===== config.mk =====
export PLATFORM = sky130hd
export DESIGN_NAME = gate_array_pipe
export DESIGN_NICKNAME = d
export VERILOG_FILES = /design/src/rtl/gate_array_pipe.sv
export SDC_FILE = /design/constraint.sdc
export NUM_CORES = 1
export LEC_CHECK = 0
export BUFFER_PORTS_ARGS = -buffer_cell sky130_fd_sc_hd__buf_2
export CORE_ASPECT_RATIO = 0.7
export CORE_MARGIN = 2
export CORE_UTILIZATION = 50
export CTS_CLUSTER_SIZE = 24
export DETAILED_ROUTE_END_ITERATION = 10
export PLACE_DENSITY = 0.89
export SLEW_MARGIN = 25
export SYNTH_ARGS = -nofsm -noshare
export SYNTH_HDL_FRONTEND = slang
export SYNTH_SLANG_ARGS = --single-unit

===== constraint.sdc =====
create_clock -name clk -period 4.69 [get_ports clk]
set_input_delay 0.2345 -clock clk [delete_from_list [all_inputs] [get_ports clk]]
set_output_delay 0.2345 -clock clk [all_outputs]
set_load 0.02 [all_outputs]

===== src/rtl/gate_array_pipe.sv =====
// gate_array_pipe: registered multi-function gate array with valid/ready flow.
//
// NIN operands of WIDTH bits are combined by one of eight gate functions
// (buf, not, and, or, nand, nor, xor, xnor). The result, its complement and
// the op that produced it are presented through a valid/ready output, and
// res_count counts delivered results (wrapping at 16 bits).
//
// Build option: define GATE_ARRAY_PIPE2_EN to insert an operand register
// stage (stage A) ahead of the function/output stage, giving latency 2.
// Without it the function is evaluated straight from in_data/in_op and
// registered into the output stage, giving latency 1.
//
// Handshake semantics (all ports): a transfer happens on a rising clk edge
// where valid && ready. A producer holding valid keeps its payload stable
// until the transfer; ready may depend combinationally on downstream ready
// but never on the same interface's valid. Each stage is a one-entry
// register that accepts new data when empty or when draining in the same
// cycle, so in_ready = !stage_valid || downstream_ready, chained backward.

module gate_array_pipe #(
  parameter int WIDTH = 4,
  parameter int NIN   = 4
) (
  input  logic                 clk,
  input  logic                 rst,
  input  logic                 in_valid,
  output logic                 in_ready,
  input  logic [2:0]           in_op,
  input  logic [NIN*WIDTH-1:0] in_data,
  output logic                 out_valid,
  input  logic                 out_ready,
  output logic [WIDTH-1:0]     out_data,
  output logic [WIDTH-1:0]     out_comp,
  output logic [2:0]           out_op,
  output logic [15:0]          res_count
);

  localparam logic [2:0] OP_BUF  = 3'd0;
  localparam logic [2:0] OP_NOT  = 3'd1;
  localparam logic [2:0] OP_AND  = 3'd2;
  localparam logic [2:0] OP_OR   = 3'd3;
  localparam logic [2:0] OP_NAND = 3'd4;
  localparam logic [2:0] OP_NOR  = 3'd5;
  localparam logic [2:0] OP_XOR  = 3'd6;
  localparam logic [2:0] OP_XNOR = 3'd7;

  // Per-bit reduction across all operands. Operand 0 seeds each accumulator,
  // so with NIN=1 the reductions collapse to operand 0 (or its complement).
  function automatic logic [WIDTH-1:0] gate_eval(
    input logic [2:0]           op,
    input logic [NIN*WIDTH-1:0] data
  );
    logic [WIDTH-1:0] op0;
    logic [WIDTH-1:0] and_r;
    logic [WIDTH-1:0] or_r;
    logic [WIDTH-1:0] xor_r;
    logic [WIDTH-1:0] res;
    op0   = data[WIDTH-1:0];
    and_r = op0;
    or_r  = op0;
    xor_r = op0;
    for (int k = 1; k < NIN; k++) begin
      and_r = and_r & data[k*WIDTH +: WIDTH];
      or_r  = or_r  | data[k*WIDTH +: WIDTH];
      xor_r = xor_r ^ data[k*WIDTH +: WIDTH];
    end
    case (op)
      OP_BUF:  res = op0;
      OP_NOT:  res = ~op0;
      OP_AND:  res = and_r;
      OP_OR:   res = or_r;
      OP_NAND: res = ~and_r;
      OP_NOR:  res = ~or_r;
      OP_XOR:  res = xor_r;
      OP_XNOR: res = ~xor_r;
      default: res = op0;
    endcase
    return res;
  endfunction

  // Output stage registers
  logic             o_valid;
  logic [WIDTH-1:0] o_data;
  logic [2:0]       o_op;

  // Output stage control
  logic             o_ready;
  logic             o_load;
  logic             out_xfer;
  logic [WIDTH-1:0] o_data_d;
  logic [2:0]       o_op_d;

  assign out_xfer = o_valid && out_ready;
  assign o_ready  = !o_valid || out_ready;

`ifdef GATE_ARRAY_PIPE2_EN

  // Stage A: raw operands and op, evaluated one cycle later.
  logic                 a_valid;
  logic [NIN*WIDTH-1:0] a_data;
  logic [2:0]           a_op;
  logic                 a_load;

  assign in_ready = !a_valid || o_ready;
  assign a_load   = in_valid && in_ready;
  assign o_load   = a_valid && o_ready;
  assign o_data_d = gate_eval(a_op, a_data);
  assign o_op_d   = a_op;

  // Stage A register: capture operands on input transfer, empty on drain.
  always_ff @(posedge clk) begin
    if (rst) begin
      a_valid <= 1'b0;
      a_data  <= '0;
      a_op    <= '0;
    end else if (a_load) begin
      a_valid <= 1'b1;
      a_data  <= in_data;
      a_op    <= in_op;
    end else if (o_load) begin
      a_valid <= 1'b0;
    end
  end

`else

  assign in_ready = o_ready;
  assign o_load   = in_valid && in_ready;
  assign o_data_d = gate_eval(in_op, in_data);
  assign o_op_d   = in_op;

`endif

  // Output stage register: load a new result when empty or draining,
  // otherwise hold the current result stable under backpressure.
  always_ff @(posedge clk) begin
    if (rst) begin
      o_valid <= 1'b0;
      o_data  <= '0;
      o_op    <= '0;
    end else if (o_load) begin
      o_valid <= 1'b1;
      o_data  <= o_data_d;
      o_op    <= o_op_d;
    end else if (out_xfer) begin
      o_valid <= 1'b0;
    end
  end

  // Delivered-result counter: one count per output transfer, wraps at 16 bits.
  always_ff @(posedge clk) begin
    if (rst) begin
      res_count <= '0;
    end else if (out_xfer) begin
      res_count <= res_count + 16'd1;
    end
  end

  assign out_valid = o_valid;
  assign out_data  = o_data;
  assign out_comp  = ~o_data;
  assign out_op    = o_op;

endmodule


# Word-level counts from Yosys, hierarchy flattened
# Index checks and enable logic that the tools add are counted.
dict set report totals {
  ff_bits 24
  in_bits 23
  out_inout_bits 29
}
dict set report classes {
  n_addsub 1
  eq_ne 7
  muxes 3
  bitwise 14
  n_reduce_logical 6
}
# op n
set ops {}
lappend ops {{$pmux W4 S8} 1}
lappend ops {{$not A4 Y4} 5}
lappend ops {{$add A16 B1 Y16 const B} 1}
lappend ops {{$and A4 B4 Y4} 3}
lappend ops {{$eq A3 B3 Y1 const B} 4}
lappend ops {{$or A4 B4 Y4} 3}
lappend ops {{$xor A4 B4 Y4} 3}
lappend ops {{$eq A3 B2 Y1 const B} 2}
lappend ops {{$eq A3 B1 Y1 const B} 1}
lappend ops {{$logic_not A3 Y1} 1}
lappend ops {{$logic_and A1 B1 Y1} 2}
lappend ops {{$mux W1} 2}
lappend ops {{$reduce_bool A2 Y1} 1}
lappend ops {{$logic_not A1 Y1} 1}
lappend ops {{$logic_or A1 B1 Y1} 1}

# Longest topological paths before layout
# Gate-level depths: netlist (run 1).
dict set report depth {
  ltp_word 5
  depth_mapped 6
}

# Worst setup path after synthesis (run 1)
# OpenSTA, ideal clock, no wires.
dict set report synth_path {
  path_type {reg-to-reg}
  startpoint {reg o_valid, in the netlist out_valid}
  endpoint {reg res_count[15]}
  setup_time_ns 0.121
  arrival_ns 1.568
  required_time_ns 4.569
  setup_slack_ns 3.002
  path_stages_with_launch 5
  path_buffers 0
  synth_period_minus_slack_ns 1.688
  path_cell_list {dfxtp_1 -> nand3_2 -> nor4_4 -> and3_2 -> mux2_2}
}
dict set report synth_between {
  elab_chain_cells 1
}
# element line_no
set synth_rtl {}
lappend synth_rtl {{start, declared} 82} ;# logic o_valid;
lappend synth_rtl {{start signal, assigned} 138} ;# o_valid <= 1'b0;
lappend synth_rtl {{start signal, assigned} 142} ;# o_valid <= 1'b1;
lappend synth_rtl {{start signal, assigned} 146} ;# o_valid <= 1'b0;
lappend synth_rtl {{$logic_and A1 B1 Y1} 93} ;# assign out_xfer = o_valid && out_ready;
lappend synth_rtl {{end signal, assigned} 155} ;# res_count <= res_count + 16'd1;
lappend synth_rtl {{end, declared} 35} ;# output logic [15:0] res_count
# No other way between the ends.
# A chain may end at the register's enable or synchronous reset.

# Final worst setup path (run 1)
dict set report layout_path {
  startpoint {reg res_count[3]}
  endpoint {reg res_count[15]}
}
dict set report layout_between {
  elab_chain_cells 1
}
# element line_no
set layout_rtl {}
lappend layout_rtl {{$add A16 B1 Y16} 155}
# No other way between the ends.

==> flow_summary.ini, run 1 <==
[run_status]
outcome = completed

[sta]
final-hold-violation-count = 0
final-setup-viol-count = 0
worstMarginPinSlew_ns = 0.624
fin_crit_ns = 1.66
finalCritPeriodShare = 0.354
setup_slack_ns = 3.03
rsz0062_at_grt = false
worst_hold_slack_ns = 0.229
relSlewSlack = 0.581
fmax_ghz = 0.602
slew_viol_final = 0
fin_skew_ns = 0.00433
fin_tns_setup_ns = 0

[yosys]
synth-edff-count = 0
ys_types = 44
synthArstFlopShare = 0
yosysWarnings = 0
synth-main-ff-cell = dfxtp_1
syn_area_sq_mm = 0.00160
syn_avg_cell_area_sq_um = 8.40
ys_seq_area_frac = 0.300
synthCells = 191
yosysTopAreaCell = dfxtp_1
synth_top_area_frac = 0.300
mappedNetlistNets = 223
synth_area_leaders = dfxtp_1 30%, xnor2_1 7.6%, ha_1 7.0%
ys_ff_latch = 24

[hold_path]
min_to = out_valid
hp-start = in_valid
hold_path_class = in -> reg
hold_depth = 3

[global_routing]
met3_usage = 0.0375
grtUsageMet1 = 0.270
grt_busiest_layer = met2
grt_pass1_vias = 1288
gr-usage-met2 = 0.304
grt_pass1_wl_mm = 5.63
grt_start_max_net_pins = 33
grt_usage = 0.192
antenna_found_initial = 0
gr-total-overflow = 0

[floorplan]
die_h_microns = 51.4
die-area_sq_mm = 0.00368
pin_count = 52
core_area_sq_mm = 0.00311
rows = 17
initial_utilization = 0.517
die_width_microns = 71.7

[layout]
regArea_sq_um = 480
fin_nets = 272
area_delta_synth_final_pct = 20.1
antennaDiodeCount = 0
multiInputGateArea_sq_mm = 0.00103
layout.cells.non_filler = 277
postLayoutCellArea_sq_mm = 0.00193
nFillCells = 282
drive_above_1_share = 0.276

[clocking]
path_clk_slew_ns = 0.08
cts_tree = done
cts_sinks = 24
clk_path_buf_depth = 2
cts_root_buffer = clkbuf_8
h-tree-depth = 1
worstSkewPairLatency_ns = 0.27
hold_buffers = 0
cts_setup_buffers = 0
cts.repair.resized = 0
cts_made_buffers = 3

[routing]
drtPass1Iterations = 4
drtIter0Drc = 44
totalWireLength_mm = 3.43
vias_per_cell = 5.28
antenna_left = 0
vias = 1463
routedWlPerCell_microns = 12.4
drc_errors = 0

[placed_design]
dp.cells = 273
placement.cell_area_sq_mm = 0.00187
pre_cts_ws_ns = 2.99
io_buffer_count = 51
gp_congestion = 0.761
dp_hpwl_mm = 2.67

[critical_path]
crit_fanout = 7
r2r_slack_ns = 3.03
timing.rr.end = res_count[15]
crit_type = reg -> reg
r2r-start = res_count[3]
crit_path_start_kind = register
reg2regPathDepth = 4
cp.required_ns = 4.85
critPathArrivalTime_ns = 1.82
critPathCaptureType = register

[pwr]
power_density_mw_per_mm2 = 238
peakVddDrop_uv = 98.4
power_leakage_nw = 0.892

[job]
max_cap_violations = 0
-- stage by stage --
stage	utilization	total power, mW
final	0.620	0.458
after global routing	0.620	0.479
after CTS	0.620	0.461
after detailed placement	0.603	0.322
after global placement	0.603	0.320
after floorplan	-	0.289
-- cell usage after synthesis (all sizes together) (4+ instances only) --
master,number
a21oi,12
clkbuf,5
dfxtp,24
ha,9
inv,16
mux2i,5
nand2,16
nand3,9
nor2,15
nor3,10
nor4,4
or3,4
xnor2,14
-- layout make-up --
cell class,instances,share of cell area
inverters,16,0.0312
clock buffers,4,0.0286
repair buffers,51,0.132
well taps,38,0.0247
multi-input cells,144,0.534
flip-flops and latches,24,0.249
-- registers in the layout, indices dropped and copies added (netlist names) --
| name | flops |
|---|---|
| out_data | 4 |
| out_valid | 1 |
| res_count | 16 |
| out_op | 3 |
-- placed cells by master (no fill, tap or decap), types with 2 or more instances in the layout --
cell type,n
buf_2,51
dfxtp_1,24
inv_1,16
nand2_1,16
nor2_1,15
xnor2_1,14
a21oi_1,12
nor3_1,10
ha_1,9
nand3_1,8
mux2i_1,5
clkbuf_8,4
o21ai_0,3
nor3b_1,3
nor2b_1,3
o22ai_1,3
a211oi_1,3
a22o_1,3
nor4_1,3
or3_1,3
nand2b_1,2
nand4_1,2
xor2_1,2
or3b_2,2
a211o_1,2
xnor3_1,2
o211ai_1,2
mux2_2,2
-- power breakdown --
group	total (mW)	internal (mW)	leakage [nW]	switching, mW
logic	0.103	0.0450	0.668	0.0583
registers	0.215	0.210	0.195	0.00438
clock network	0.141	0.0750	0.0288	0.0656
-- worst max-delay path by stage --
| stage | slack (ns) | cells past startpoint | endpoint | from |
|---|---|---|---|---|
| 6_report | 3.03 | 4 | res_count[15] | res_count[3] |
| 5_1_grt | 2.88 | 5 | res_count[12] | res_count[0] |
| 4_1_cts | 3.03 | 4 | res_count[15] | res_count[3] |
| 3_5_place_dp | 2.99 | 7 | out_data[1] | in_data[1] |
| 3_3_place_gp | 3.03 | 7 | out_data[1] | in_data[1] |
| 2_1_floorplan | 3.00 | 4 | res_count[15] | out_valid |
-- routing by layer --
metal  wire (microns)  vias to the layer above
li1                 -                      770
met2             1500                       29
met1             1750                      662
met4               23                        0
met5                0                        -
met3              149                        2
-- cell families after synthesis --
group | count (synthesis) | synth area share
compound gates | 32 | 0.131
xor+xnor | 18 | 0.115
fa+ha+maj | 9 | 0.0702
buf+inv | 23 | 0.0593
flops | 24 | 0.300
mux | 8 | 0.0523
simple gates | 77 | 0.272
-- worst max-delay path, cell delays in order (launching register included) --
cell and delay, ns:
dfxtp_1 0.48, nand4_4 0.20, nor4_4 0.32, and3_2 0.24
mux2_2 0.32
Note: power is estimated with default switching activity, not from simulation.
==> run 2: changes to the inputs <==
- CORE_UTILIZATION: 50 -> 46
- PLACE_DENSITY: 0.89 -> 0.86
- clock period: 4.69 -> 1.52 ns (I/O delays scaled with it)
==> run 2 against run 1 <==
  * Clock skew is 0.0031 ns lower
  * Worst hold slack worse by 0.17 ns
  * Power grew to 3.0 times the previous value
  * Maximum frequency is 16% higher
  * Register-to-register slack worse by 2.9 ns
  * Clock-buffer cell count stayed put
  * Critical path type unchanged
  * Largest power group unchanged
==> flow_summary.ini, run 2 (synthesized netlist as in run 1, its figures left out) <==
[critical_path]
timing.rr.end = res_count[15]
cp.required_ns = 1.68
crit_fanout = 4
reg2regPathDepth = 4
critPathCaptureType = register
r2r-start = res_count[2]
critPathArrivalTime_ns = 1.59
r2r_slack_ns = 0.08
crit_type = reg -> reg
crit_path_start_kind = register

[clocking]
hold_buffers = 0
cts_tree = done
worstSkewPairLatency_ns = 0.26
cts_made_buffers = 3
cts_root_buffer = clkbuf_8
path_clk_slew_ns = 0.08
h-tree-depth = 1
cts_sinks = 24
clk_path_buf_depth = 2

[pwr]
power_density_mw_per_mm2 = 642
power_leakage_nw = 0.978
peakVddDrop_uv = 370

[global_routing]
antenna_found_initial = 0
grt_usage = 0.196
grt_pass1_vias = 1376
grt_pass1_wl_mm = 6.09
grt_start_max_net_pins = 22
gr-total-overflow = 0

[layout]
fin_util = 0.659
final_common_cell = buf_2
largest_reg_flops = 16
top_register = res_count
antennaDiodeCount = 0
drive_above_1_share = 0.377
fin_nets = 290
area_delta_synth_final_pct = 32.8
layout_common_cells = 51 x buf_2, 18 x buf_4, 16 x inv_1, 16 x nand2_1, 15 x nor2_1

[floorplan]
core_area_sq_mm = 0.00323
die_width_microns = 74.6
die-area_sq_mm = 0.00398
initial_utilization = 0.496
pin_count = 52
die_h_microns = 53.4
rows = 17

[sta]
worstMarginPinSlew_ns = 0.415
fin_tns_setup_ns = 0
fin_skew_ns = 0.00122
relSlewSlack = 0.721
fin_crit_ns = 1.44
final-hold-violation-count = 0
setup_slack_ns = 0.0846
final-setup-viol-count = 0
finalCritPeriodShare = 0.944
slew_viol_final = 0
fmax_ghz = 0.697
rsz0062_at_grt = false

[placed_design]
dp_hpwl_mm = 2.93
gp_congestion = 0.874
pre_cts_ws_ns = -0.0111
io_buffer_count = 51

[routing]
drtPass1Iterations = 4
antenna_left = 0
totalWireLength_mm = 3.90
drtIter0Drc = 37
routedWlPerCell_microns = 12.8
vias_per_cell = 5.13
vias = 1558
drc_errors = 0

[hold_path]
hold_depth = 3
hp-start = in_valid
hold_path_class = in -> reg
min_to = out_valid

[run_status]
outcome = completed

[job]
max_cap_violations = 0
## run 2: cell types whose count changed in the layout (fill, tap and decap cells not counted), sizes merged
cell	previous run	this run
buf	51	69
## run 2: per-layer routing
layer	wire [microns]	GRT usage	vias to the layer above
li1	-	-	806
met5	0	0	-
met2	1720	0.304	29
met3	142	0.0400	4
met4	29	0.0417	0
met1	2000	0.280	719
## run 2: layout make-up
class                           instances  area, sq um
Timing Repair Buffer                   69          390
Sequential cell                        24          502
Multi-Input combinational cell        144         1070
Clock buffer                            4         45.0
Tap cell                               47         58.8
Fill cell                             274         1100
Inverter                               16         60.1
## run 2: how the worst max path moves through the flow
| stage | start | to | slack, ns | cells past startpoint |
|---|---|---|---|---|
| 6_report | res_count[2] | res_count[15] | 0.08 | 4 |
| 5_1_grt | res_count[0] | res_count[6] | 0.007 | 5 |
| 4_1_cts | res_count[8] | res_count[15] | 0.02 | 4 |
| 3_5_place_dp | in_data[1] | out_data[1] | -0.01 | 7 |
| 3_3_place_gp | in_data[1] | out_data[1] | 0.07 | 7 |
| 2_1_floorplan | res_count[7] | res_count[15] | 0.003 | 4 |
## run 2: metrics by stage
step	cells	area (sq um)	power (mW)	hold slack (ns)
finish	304	2130	1.37	0.0588
global route	304	2130	1.45	0.0747
CTS	301	2060	1.38	0.0548
detailed placement	297	2020	1.01	0.333
global placement	297	2020	0.996	0.332
floorplan	191	1630	0.893	0.193
## run 2: power breakdown
part / total, mW / internal (mW) / leakage [nW] / switching, mW
clock: 0.374 / 0.187 / 0.0228 / 0.187
sequential: 0.660 / 0.646 / 0.201 / 0.0146
combinational: 0.333 / 0.148 / 0.754 / 0.185
## run 2: repair_timing
item	in CTS	in global routing
endpoints found under the setup margin	0	5
resized for setup	0	9
buffers inserted	0	3
## run 2: critical path, stage by stage, from the launching register on
cell and delay [ns]:
dfxtp_2 0.39, nand3_4 0.09, nor4_4 0.32, and3_4 0.23, mux2_4 0.29
